## src/rtl/mcash_rtn_rob.sv

```systemverilog
// Return-path reorder buffer: three independent in-order channel drains fed by tagged out-of-order returns.
// Optional macro MCASH_RTN_BYPASS_EN adds a 0-cycle path for beats that land on a channel's head slot.
module mcash_rtn_rob #(
  parameter int ROB_DEPTH = 4,
  parameter int ROB_AW    = 2,
  parameter int DATA_W    = 128
) (
  input  logic              clk_i,
  input  logic              rst_i,
  input  logic              ch0_alloc_valid_i,
  output logic              ch0_alloc_ready_o,
  output logic [ROB_AW-1:0] ch0_alloc_rob_num_o,
  input  logic              ch1_alloc_valid_i,
  output logic              ch1_alloc_ready_o,
  output logic [ROB_AW-1:0] ch1_alloc_rob_num_o,
  input  logic              ch2_alloc_valid_i,
  output logic              ch2_alloc_ready_o,
  output logic [ROB_AW-1:0] ch2_alloc_rob_num_o,
  input  logic              sc_xbar_valid_i,
  output logic              sc_xbar_ready_o,
  input  logic [1:0]        sc_xbar_ch_id_i,
  input  logic [ROB_AW-1:0] sc_xbar_rob_num_i,
  input  logic [DATA_W-1:0] sc_xbar_data_i,
  output logic              mcash_ch0_rtn_valid_o,
  input  logic              mcash_ch0_rtn_ready_i,
  output logic [DATA_W-1:0] mcash_ch0_rtn_data_o,
  output logic              mcash_ch1_rtn_valid_o,
  input  logic              mcash_ch1_rtn_ready_i,
  output logic [DATA_W-1:0] mcash_ch1_rtn_data_o,
  output logic              mcash_ch2_rtn_valid_o,
  input  logic              mcash_ch2_rtn_ready_i,
  output logic [DATA_W-1:0] mcash_ch2_rtn_data_o,
  output logic              rob_err_o
);

  localparam int NCH = 3;

  logic [NCH-1:0]    alloc_valid;
  logic [NCH-1:0]    alloc_ready;
  logic [NCH-1:0]    rtn_valid;
  logic [NCH-1:0]    rtn_ready;
  logic [NCH-1:0]    bad_hit;
  logic [ROB_AW-1:0] alloc_rob_num [NCH];
  logic [DATA_W-1:0] rtn_data [NCH];
  logic              err_q;

  assign alloc_valid = {ch2_alloc_valid_i, ch1_alloc_valid_i, ch0_alloc_valid_i};
  assign rtn_ready   = {mcash_ch2_rtn_ready_i, mcash_ch1_rtn_ready_i, mcash_ch0_rtn_ready_i};

  assign ch0_alloc_ready_o     = alloc_ready[0];
  assign ch1_alloc_ready_o     = alloc_ready[1];
  assign ch2_alloc_ready_o     = alloc_ready[2];
  assign ch0_alloc_rob_num_o   = alloc_rob_num[0];
  assign ch1_alloc_rob_num_o   = alloc_rob_num[1];
  assign ch2_alloc_rob_num_o   = alloc_rob_num[2];
  assign mcash_ch0_rtn_valid_o = rtn_valid[0];
  assign mcash_ch1_rtn_valid_o = rtn_valid[1];
  assign mcash_ch2_rtn_valid_o = rtn_valid[2];
  assign mcash_ch0_rtn_data_o  = rtn_data[0];
  assign mcash_ch1_rtn_data_o  = rtn_data[1];
  assign mcash_ch2_rtn_data_o  = rtn_data[2];
  assign sc_xbar_ready_o       = 1'b1;
  assign rob_err_o             = err_q;

  for (genvar n = 0; n < NCH; n++) begin : g_ch
    logic [ROB_DEPTH-1:0] alloc_q;
    logic [ROB_DEPTH-1:0] done_q;
    logic [DATA_W-1:0]    data_q [ROB_DEPTH];
    logic [ROB_AW-1:0]    head_q;
    logic [ROB_AW-1:0]    tail_q;
    logic [ROB_AW:0]      count_q;
    logic                 hit;
    logic                 slot_ok;
    logic                 wr_en;
    logic                 store_en;
    logic                 do_alloc;
    logic                 do_drain;

    assign hit              = sc_xbar_valid_i && (sc_xbar_ch_id_i == 2'(n));
    assign slot_ok          = alloc_q[sc_xbar_rob_num_i] && !done_q[sc_xbar_rob_num_i];
    assign wr_en            = hit && slot_ok;
    assign bad_hit[n]       = hit && !slot_ok;
    assign alloc_ready[n]   = (count_q < (ROB_AW+1)'(ROB_DEPTH));
    assign alloc_rob_num[n] = tail_q;
    assign do_alloc         = alloc_valid[n] && alloc_ready[n];
    assign do_drain         = rtn_valid[n] && rtn_ready[n];

`ifdef MCASH_RTN_BYPASS_EN
    // A legal beat on the head slot is forwarded at once; if consumed it never touches storage.
    logic byp;
    assign byp          = wr_en && (sc_xbar_rob_num_i == head_q);
    assign rtn_valid[n] = done_q[head_q] || byp;
    assign rtn_data[n]  = done_q[head_q] ? data_q[head_q] : sc_xbar_data_i;
    assign store_en     = wr_en && !(byp && rtn_ready[n]);
`else
    assign rtn_valid[n] = done_q[head_q];
    assign rtn_data[n]  = data_q[head_q];
    assign store_en     = wr_en;
`endif

    // Drain clears before allocate sets, so a reused slot index ends up allocated and pending.
    always_ff @(posedge clk_i or negedge rst_i) begin
      if (!rst_i) begin
        alloc_q <= '0;
        done_q  <= '0;
        head_q  <= '0;
        tail_q  <= '0;
        count_q <= '0;
      end else begin
        for (int i = 0; i < ROB_DEPTH; i++) begin
          if (do_drain && (head_q == ROB_AW'(i))) begin
            alloc_q[i] <= 1'b0;
            done_q[i]  <= 1'b0;
          end else if (store_en && (sc_xbar_rob_num_i == ROB_AW'(i))) begin
            done_q[i] <= 1'b1;
          end
          if (do_alloc && (tail_q == ROB_AW'(i))) begin
            alloc_q[i] <= 1'b1;
            done_q[i]  <= 1'b0;
          end
        end
        if (do_alloc) tail_q <= tail_q + 1'b1;
        if (do_drain) head_q <= head_q + 1'b1;
        case ({do_alloc, do_drain})
          2'b10:   count_q <= count_q + 1'b1;
          2'b01:   count_q <= count_q - 1'b1;
          default: count_q <= count_q;
        endcase
      end
    end

    always_ff @(posedge clk_i) begin
      if (store_en) data_q[sc_xbar_rob_num_i] <= sc_xbar_data_i;
    end
  end

  always_ff @(posedge clk_i or negedge rst_i) begin
    if (!rst_i) begin
      err_q <= 1'b0;
    end else if (sc_xbar_valid_i && ((sc_xbar_ch_id_i == 2'd3) || (|bad_hit))) begin
      err_q <= 1'b1;
    end
  end

endmodule

```

## config.mk

```make
export PLATFORM = sky130hd
export DESIGN_NAME = mcash_rtn_rob
export DESIGN_NICKNAME = d
export VERILOG_FILES = /design/src/rtl/mcash_rtn_rob.sv
export SDC_FILE = /design/constraint.sdc
export NUM_CORES = 1
export LEC_CHECK = 0
export ABC_AREA = 0
export BUFFER_PORTS_ARGS = -buffer_cell sky130_fd_sc_hd__buf_2
export CAP_MARGIN = 40
export CORE_ASPECT_RATIO = 0.6
export CORE_MARGIN = 3
export CORE_UTILIZATION = 55
export CTS_CLUSTER_SIZE = 25
export DETAILED_ROUTE_END_ITERATION = 6
export PLACE_DENSITY = 0.75
export SYNTH_ARGS = -nofsm -noshare
export SYNTH_HDL_FRONTEND = slang
export SYNTH_SLANG_ARGS = --single-unit
```

## constraint.sdc

```tcl
create_clock -name clk_i -period 26.3 [get_ports clk_i]
set_clock_uncertainty 0.15 [all_clocks]
set_input_delay 2.63 -clock clk_i [delete_from_list [all_inputs] [get_ports clk_i]]
set_output_delay 2.63 -clock clk_i [all_outputs]
set_load 0.02 [all_outputs]
```

# After elaboration in Yosys (flattened, before gate mapping)
# Memories as Yosys holds them, arrays and structs flattened.
# Index checks and enable logic that the tools add are counted.
[word_totals]
input_bits = 141
ramBits = 1536
mem_bits_ro = 0
mem_count = 3
regBits = 46
wordCells = 271
latch_bits = 0
[mem_list]
columns = ["memory", "words", "word_bits", "rd", "rd_clocked_by_memory_dff", "wr", "line_no", "text"]
rows = [
  ["g_ch[0].data_q", 4, 128, 1, 0, 1, "68", "logic [DATA_W-1:0] data_q [ROB_DEPTH];"],
  ["g_ch[1].data_q", 4, 128, 1, 0, 1, "68", ""],
  ["g_ch[2].data_q", 4, 128, 1, 0, 1, "68", ""],
]
[op_classes]
shift = 0
n_div = 0
n_mux = 87
eq_ne = 30
n_bitwise = 0
n_addsub = 12
magnitude_cmp = 7
n_reduce_logical = 98
multipliers = 0
[op_table]
columns = ["cell", "count"]
rows = [
  ["$mux 1", 75],
  ["$logic_and 1x1->1", 55],
  ["$eq 2x2->1 const B", 19],
  ["$reduce_bool 3->1", 12],
  ["$reduce_bool 2->1", 15],
  ["$eq 2x1->1 const B", 11],
  ["$bmux 1 s2", 9],
  ["$pmux 3 s2", 3],
  ["$logic_not 2->1", 8],
  ["$add 2x1->2 const B", 6],
  ["$lt 2x3->1 const B", 4],
  ["$add 3x1->3 const B", 3],
  ["$lt 3x3->1 const B", 3],
  ["$sub 3x1->3 const B", 3],
  ["$logic_not 1->1", 6],
  ["$reduce_or 3->1", 1],
  ["$logic_or 1x1->1", 1],
]

# Depth between registers and ports, before layout
# Gate-level depths: netlist of the first run.
[logic_depth]
word_depth = 9
ltp_mapped = 10

# Worst setup path after synthesis of the first run
# No wires, ideal clock.
[synth_path]
path_type = "input port to flip-flop"
start = "input sc_xbar_rob_num_i[0]"
end = "memory g_ch[0].data_q[1][0], enable pin"
path_buffers = 1
required_ns = 25.218
arrival_ns = 15.286
setup_slack_ns = 9.932
cell_stages = 3
path_cell_list = "clkbuf_1 inv_1 nor4_1"
[synth_via]
elab_chain_cells = 7
[synth_lines]
columns = ["element", "line_no", "text"]
rows = [
  ["start: declaration", "22", "input logic [ROB_AW-1:0] sc_xbar_rob_num_i,"],
  ["$bmux 1 s2", "80", "assign slot_ok = alloc_q[sc_xbar_rob_num_i] && !done_q[sc_xbar_rob_num_i];"],
  ["$mux 1 (implied by the code)", "80", ""],
  ["$logic_not 1->1", "80", ""],
  ["$logic_and 1x1->1", "80", ""],
  ["$logic_and 1x1->1", "81", "assign wr_en = hit && slot_ok;"],
  ["$mux 1", "133", "if (store_en) data_q[sc_xbar_rob_num_i] <= sc_xbar_data_i;"],
  ["$mux 1 (implied by the code)", "133", ""],
  ["end: declaration", "68", ""],
]
# Several ways; a longest one is shown, not always the timed one. The select of a mux whose other input is x is not followed.

# Worst setup path after layout of the first run
[layout_path]
start = "register g_ch[0].head_q[0]"
end = "output mcash_ch0_rtn_data_o[17]"
[layout_via]
elab_chain_cells = 1
[layout_lines]
columns = ["element", "line_no", "text"]
rows = [
  ["start: declaration", "69", "logic [ROB_AW-1:0] head_q;"],
  ["start signal: assignment", "123", "if (do_drain) head_q <= head_q + 1'b1;"],
  ["$mem_v2 4x128", "-", ""],
  ["end: declaration", "26", "output logic [DATA_W-1:0] mcash_ch0_rtn_data_o,"],
]
# Every way passes these cells.

==> flow_summary.toml, run 1 <==
[clock_tree]
cts_resized = 0
clk_latency_ps = 730
cts_made_buffers = 140
cts_hold_buf = 0
htree_levels = 4
cts_tree = "yes"
cts_max_path_buffers = 3
path_clk_slew_ps = 60
post_cts_buffers = 0
clkSinkCount = 1582
root_buffer = "clkbuf_16"

[sta]
tightest_slew_ps = 1078
finalCritPeriodShare_pct = 24.67
slew-limit-headroom_pct = 28.14
slew_violations = 0
post-route-min-period_ps = 6489
setup_viol = 0
timing.fmax_mhz = 154.1
final.setup.tns_ps = 0
rsz0062_at_grt = "false"
hold_viol = 0

[setup_path]
critPathMaxStageDelay_ps = 920
required_ps = 23520
cp-start-kind = "flop"
crit_path_end_kind = "output pin"
crit_chain = "buf_4, buf_4, buf_16, mux4_2, buf_2"
path_common_cell = "buf_4"
worstPathArrival_ps = 3710
slowest_stage = "dfrtp_4"
cp_max_fo = 43
critical_path_class = "flop to output pin"

[die]
rows = 91
ios = 539
initial_core_util_pct = 55.90
die_w_microns = 424.7
core_sq_um = 103500
dieArea_sq_um = 109200
die_y_microns = 257.2

[logic_synthesis]
netlist.area_leader.share_pct = 79.73
netlist_top_cells_area = "edfxtp_1, mux4_2, dfrtp_1"
synth.net_count = 2434
synthCells = 2263
netlist-cell-type-count = 40
ys_warn_count = 0
synth_edf_count = 1536
synth_flop_cell = "edfxtp_1"
synth_common_cells = "edfxtp_1, mux4_2, dfrtp_1, buf_2, clkbuf_1"
synth.avg_cell_area_sq_um = 25.56
yosys.area.top_type = "edfxtp_1"
synthesis.area_sq_um = 57850
ys_seq_area_share_pct = 81.72
ys_ff_latch = 1582
yosysMostFrequentCell = "edfxtp_1"
async_flop_share_pct = 2.908

[routing]
ant_nets = 0
drc = 0
routed_wl_microns = 130500
firstDrtPassIters = 5
post_drt_wl_per_cell_microns = 29.59
viasPerCell = 6.091
vias = 26860
initialDrtViolationCount = 3000

[final_layout]
fin_nets = 3080
syn2layout_area_growth_pct = 16.33
layoutNonFillerInstCount = 4410
final_layout_size_suffix_gt1_share_pct = 40.31

[global_route]
grt_first_pass_wirelength_microns = 194300
first_global_vias = 27880
grt_max_degree = 130
grt-ovfl-total = 0
grt_use_total_pct = 24.44
antenna_found_initial = 5

[placed_design]
dp_hpwl_microns = 80470
portBuffers = 537
dp_cells = 4162
gp_congestion = 0.8377

[pwr]
ir_worst_vdd_mv = 0.07218
power_density_nw_per_um2 = 104.1
leakage_uw = 0.02234

[status]
outcome = "finished clean"

[run]
cap_violations = 0

[worst_hold_path]
hold_path.class = "flop to flop"
[worst paths after layout]
path | to | start | depth (start not counted) | slack (ps)
setup reg to reg | g_ch[2].count_q[2] | g_ch[2].head_q[1] | 9 | 22560
setup / recovery | mcash_ch0_rtn_data_o[17] | g_ch[0].head_q[0] | 5 | 19810
min in group asynchronous | g_ch[0].done_q[2] | rst_i | 1 | 1730
max in group asynchronous | g_ch[1].head_q[0] | rst_i | 2 | 23710
hold / removal | g_ch[2].count_q[0] | g_ch[2].count_q[0] | 1 | 330
hold reg to reg | g_ch[2].count_q[0] | g_ch[2].count_q[0] | 1 | 330
[layout by cell type, fill, tap and decap left out, types with 14 or more instances in the layout]
cell type,netlist,layout
buf_16,0,18
buf_2,44,537
buf_4,4,42
clkbuf_1,33,20
clkbuf_16,0,145
clkinv_1,0,24
clkinv_2,0,31
dfrtp_1,46,40
edfxtp_1,1536,1536
ha_1,27,27
inv_1,31,31
mux4_2,387,387
nand2_1,31,31
nor2_1,14,14
[registers in the layout (all words and copies together) (netlist names)]
name	count
g_ch.done_q	12
g_ch.alloc_q	12
g_ch.head_q	6
ch2_alloc_rob_num_o	2
ch1_alloc_rob_num_o	2
g_ch.count_q	9
rob_err_o	1
g_ch.data_q	1536
ch0_alloc_rob_num_o	2
[layer usage]
metal	global-route usage (%)	wire length (microns)	up-vias
li1	-	-	10960
met1	34.62	51350	14510
met2	39.05	65020	1207
met3	5.539	11270	182
met4	6.757	2830	2
met5	0	18	-
[power breakdown]
| part | total (uW) | internal, uW | switching, uW |
|---|---|---|---|
| Sequential | 2940 | 2850 | 94.2 |
| Combinational | 2050 | 824 | 1220 |
| Clock | 2020 | 1130 | 883 |
| Total | 7010 | 4810 | 2200 |
[stage by stage]
stage	total power [uW]	worst slack (ps)	hold slack [ps]	utilization [%]	cell area, sq um
final	7009	19810	326.7	65.02	67300
after global routing	7268	19500	349.5	65.02	67300
after CTS	7088	19640	325.6	65.02	67300
after detailed placement	5072	20410	313.5	60.69	62810
after global placement	5009	20190	310.5	60.15	62250
after floorplan	4317	9932	296.5	-	57850
[cell type report]
type / instances / area (sq um)
timing repair buffer: 601 / 3578
inverter: 31 / 116.4
multi-input combinational: 553 / 10070
antenna: 1 / 2.502
fill: 6478 / 36200
tap: 1395 / 1745
clock inverter: 81 / 765.7
sequential: 1582 / 47300
clock buffer: 166 / 3717
[cell families after synthesis]
| group | share of synthesized area [%] |
|---|---|
| AND/OR/NAND/NOR | 0.7288 |
| multiplexers | 15.07 |
| other | 0.006482 |
| XOR/XNOR | 0.2271 |
| flip-flops | 81.72 |
| AO/OA/AOI/OAI | 0.6034 |
| buffers and inverters | 0.9646 |
| adder cells (fa/ha/maj) | 0.6877 |
[critical path: cells and delay by family, from the launching register on]
kind | cells | cell delay [ps]
mux | 1 | 570
buf+inv | 4 | 1330
flops | 1 | 920
No activity file was read; power rests on OpenSTA's default activity.
==> inputs of run 2 (changes only) <==
Settings changed: ABC_AREA 0 to 1, CORE_UTILIZATION 55 to 53.
Clock period 26.3 ns to 5.71 ns, I/O delays scaled along.
==> flow_summary.toml, run 2 <==
[pwr]
power_switching_uw = 13960
power_frac_seq_pct = 37.9
power_density_nw_per_um2 = 514.0
p_int_uw = 21710
clkPwrFrac_pct = 26.4
sw_frac_of_total_pct = 39.14
ir_worst_vdd_mv = 0.3812
leakage_uw = 0.02349
p_comb_share_pct = 35.7

[placed_design]
gp_congestion = 0.8193
dp_hpwl_microns = 90620
portBuffers = 537

[logic_synthesis]
synth.avg_cell_area_sq_um = 14.62
netlist.area_leader.share_pct = 77.58
ys_seq_area_share_pct = 79.52
netlist_top_cells_area = "edfxtp_1, o21ai_0, nor2_1"
ys_ff_latch = 1582
yosysMostFrequentCell = "edfxtp_1"
yosys.area.top_type = "edfxtp_1"
ys_warn_count = 0
async_flop_share_pct = 2.908
synth_common_cells = "edfxtp_1, nor2_1, o21ai_0, o22ai_1, clkbuf_1"
synth_edf_count = 1536
netlist-cell-type-count = 32
synthCells = 4066
synthesis.area_sq_um = 59450
synth_flop_cell = "edfxtp_1"
synth.net_count = 4237

[final_layout]
fin_nets = 4842
final_core_util_pct = 62.83
largest_reg_flops = 1536
top_register = "g_ch.data_q"
final_layout_size_suffix_gt1_share_pct = 17.68
syn2layout_area_growth_pct = 16.71
final_common_cell = "edfxtp_1"
top_regs = "g_ch.data_q: 1536 flops, g_ch.alloc_q: 12 flops, g_ch.done_q: 12 flops"
layout_common_cells = "edfxtp_1, nor2_1, o21ai_0, buf_2, o22ai_1"

[sta]
finalCritPeriodShare_pct = 76.16
tightest_slew_ps = 1189
slew_violations = 0
timing.fmax_mhz = 230.0
final.setup.tns_ps = 0
rsz0062_at_grt = "false"
setup_viol = 0
slew-limit-headroom_pct = 20.74
hold_viol = 0
post-route-min-period_ps = 4349

[routing]
viasPerCell = 5.996
initialDrtViolationCount = 4338
routed_wl_microns = 160700
drc = 0
ant_nets = 0
firstDrtPassIters = 6
vias = 37630
post_drt_wl_per_cell_microns = 25.60

[worst_hold_path]
whs_endpoint = "g_ch[0].data_q[3][31]"
min-delay-start = "sc_xbar_data_i[31]"
hold_path.class = "input pin to flop"
hold_depth = 1

[die]
core_sq_um = 110400
initial_core_util_pct = 53.83
ios = 539
die_w_microns = 438.4
rows = 94
die_y_microns = 265.4
dieArea_sq_um = 116400

[setup_path]
crit_start = "g_ch[0].head_q[0]"
worstReg2RegEnd = "g_ch[1].count_q[2]"
reg2reg_depth = 13
cp-start-kind = "flop"
required_ps = 4990
worstPathArrival_ps = 3630
critical_path_class = "flop to output pin"
timing.rr.start = "g_ch[1].head_q[1]"
crit_path_end_kind = "output pin"
cp_max_fo = 113
rrSetupSlack_ps = 2290

[global_route]
grt_use_total_pct = 27.34
grt-ovfl-total = 0
grt_max_degree = 166
first_global_vias = 36020
antenna_found_initial = 4
grt_first_pass_wirelength_microns = 237100

[clock_tree]
post_cts_buffers = 0
cts_tree = "yes"
cts_hold_buf = 122
cts_resized = 0
clkSinkCount = 1582
cts_max_path_buffers = 3
cts_made_buffers = 141
root_buffer = "clkbuf_16"
path_clk_slew_ps = 60
clk_latency_ps = 750
htree_levels = 4

[status]
outcome = "finished clean"

[run]
cap_violations = 0
[run 2: cell count changes in the layout (fill, tap and decap cells not counted), sizes merged, moves of 10 or more]
cell and delta:
o21ai +794, nor2 +777, mux4 -387, o22ai +384
dlygate4sd3 +122, nand2 +71, inv +39, a21oi +14
a22o -12, nand4 +10
[run 2: critical path, cell delays in order, from the launching register on]
cell and delay [ps]:
dfrtp_4 660, inv_8 220, buf_16 340, buf_4 620, o21ai_0 180, o22ai_1 280
buf_2 260
[run 2: metrics by stage]
| stage | cells | power, uW | hold WS, ps | cell area, sq um | setup slack (ps) |
|---|---|---|---|---|---|
| 2_1_floorplan | 4066 | 21370 | 125.4 | 59450 | 829.8 |
| 3_3_place_gp | 5883 | 26010 | 310.9 | 63330 | 2218 |
| 3_5_place_dp | 5893 | 26300 | 311.1 | 63610 | 2203 |
| 4_1_cts | 6272 | 35770 | 0.05557 | 69350 | 1332 |
| 5_1_grt | 6275 | 37150 | 21.42 | 69390 | 1221 |
| 6_report | 6276 | 35660 | 66.17 | 69390 | 1361 |
[run 2: cell type report]
cell class                 instances  area (sq um)
tap                             1488          1862
inverter                          66         337.8
clock buffer                     171          3705
antenna                            3         7.507
timing repair buffer             721          4795
multi-input combinational       2159         10560
clock inverter                    86         822.0
sequential                      1582         47300
fill                            7824         41050
[run 2: logic make-up (layout without fill, tap and decap cells)]
family / Yosys count / in the layout / synth area share [%]
compound gates: 1202 / 1202 / 10.96
simple gates: 914 / 914 / 5.949
other cells: 1 / 4 / 0.006307
flops: 1582 / 1582 / 79.52
buf+inv: 325 / 1044 / 2.719
fa+ha+maj: 30 / 30 / 0.6692
xor+xnor: 12 / 12 / 0.1768
[run 2: worst max-delay path by stage]
stage / cells past startpoint / to / slack [ps]
after CTS: 5 / mcash_ch0_rtn_data_o[53] / 1330
after global placement: 5 / mcash_ch2_rtn_data_o[47] / 2220
after floorplan: 7 / g_ch[0].data_q[3][0] / 830
after detailed placement: 5 / mcash_ch1_rtn_data_o[23] / 2200
final: 6 / mcash_ch0_rtn_data_o[47] / 1360
after global routing: 6 / mcash_ch0_rtn_data_o[53] / 1220
[run 2: power by group through the flow]
stage / logic, uW / registers (uW) / clock network [uW]
final: 12700 / 13500 / 9410
after global routing: 13600 / 13600 / 10000
after CTS: 12700 / 13500 / 9560
after detailed placement: 12500 / 13800 / 0
after global placement: 12300 / 13800 / 0
after floorplan: 7930 / 13400 / 0
[run 2: metal layers]
layer | part of all wire [%] | global-route usage [%]
met1 | 41 | 39.90
met2 | 46 | 41.45
met3 | 11 | 6.015
met4 | 3.0 | 8.923
met5 | 0 | 0
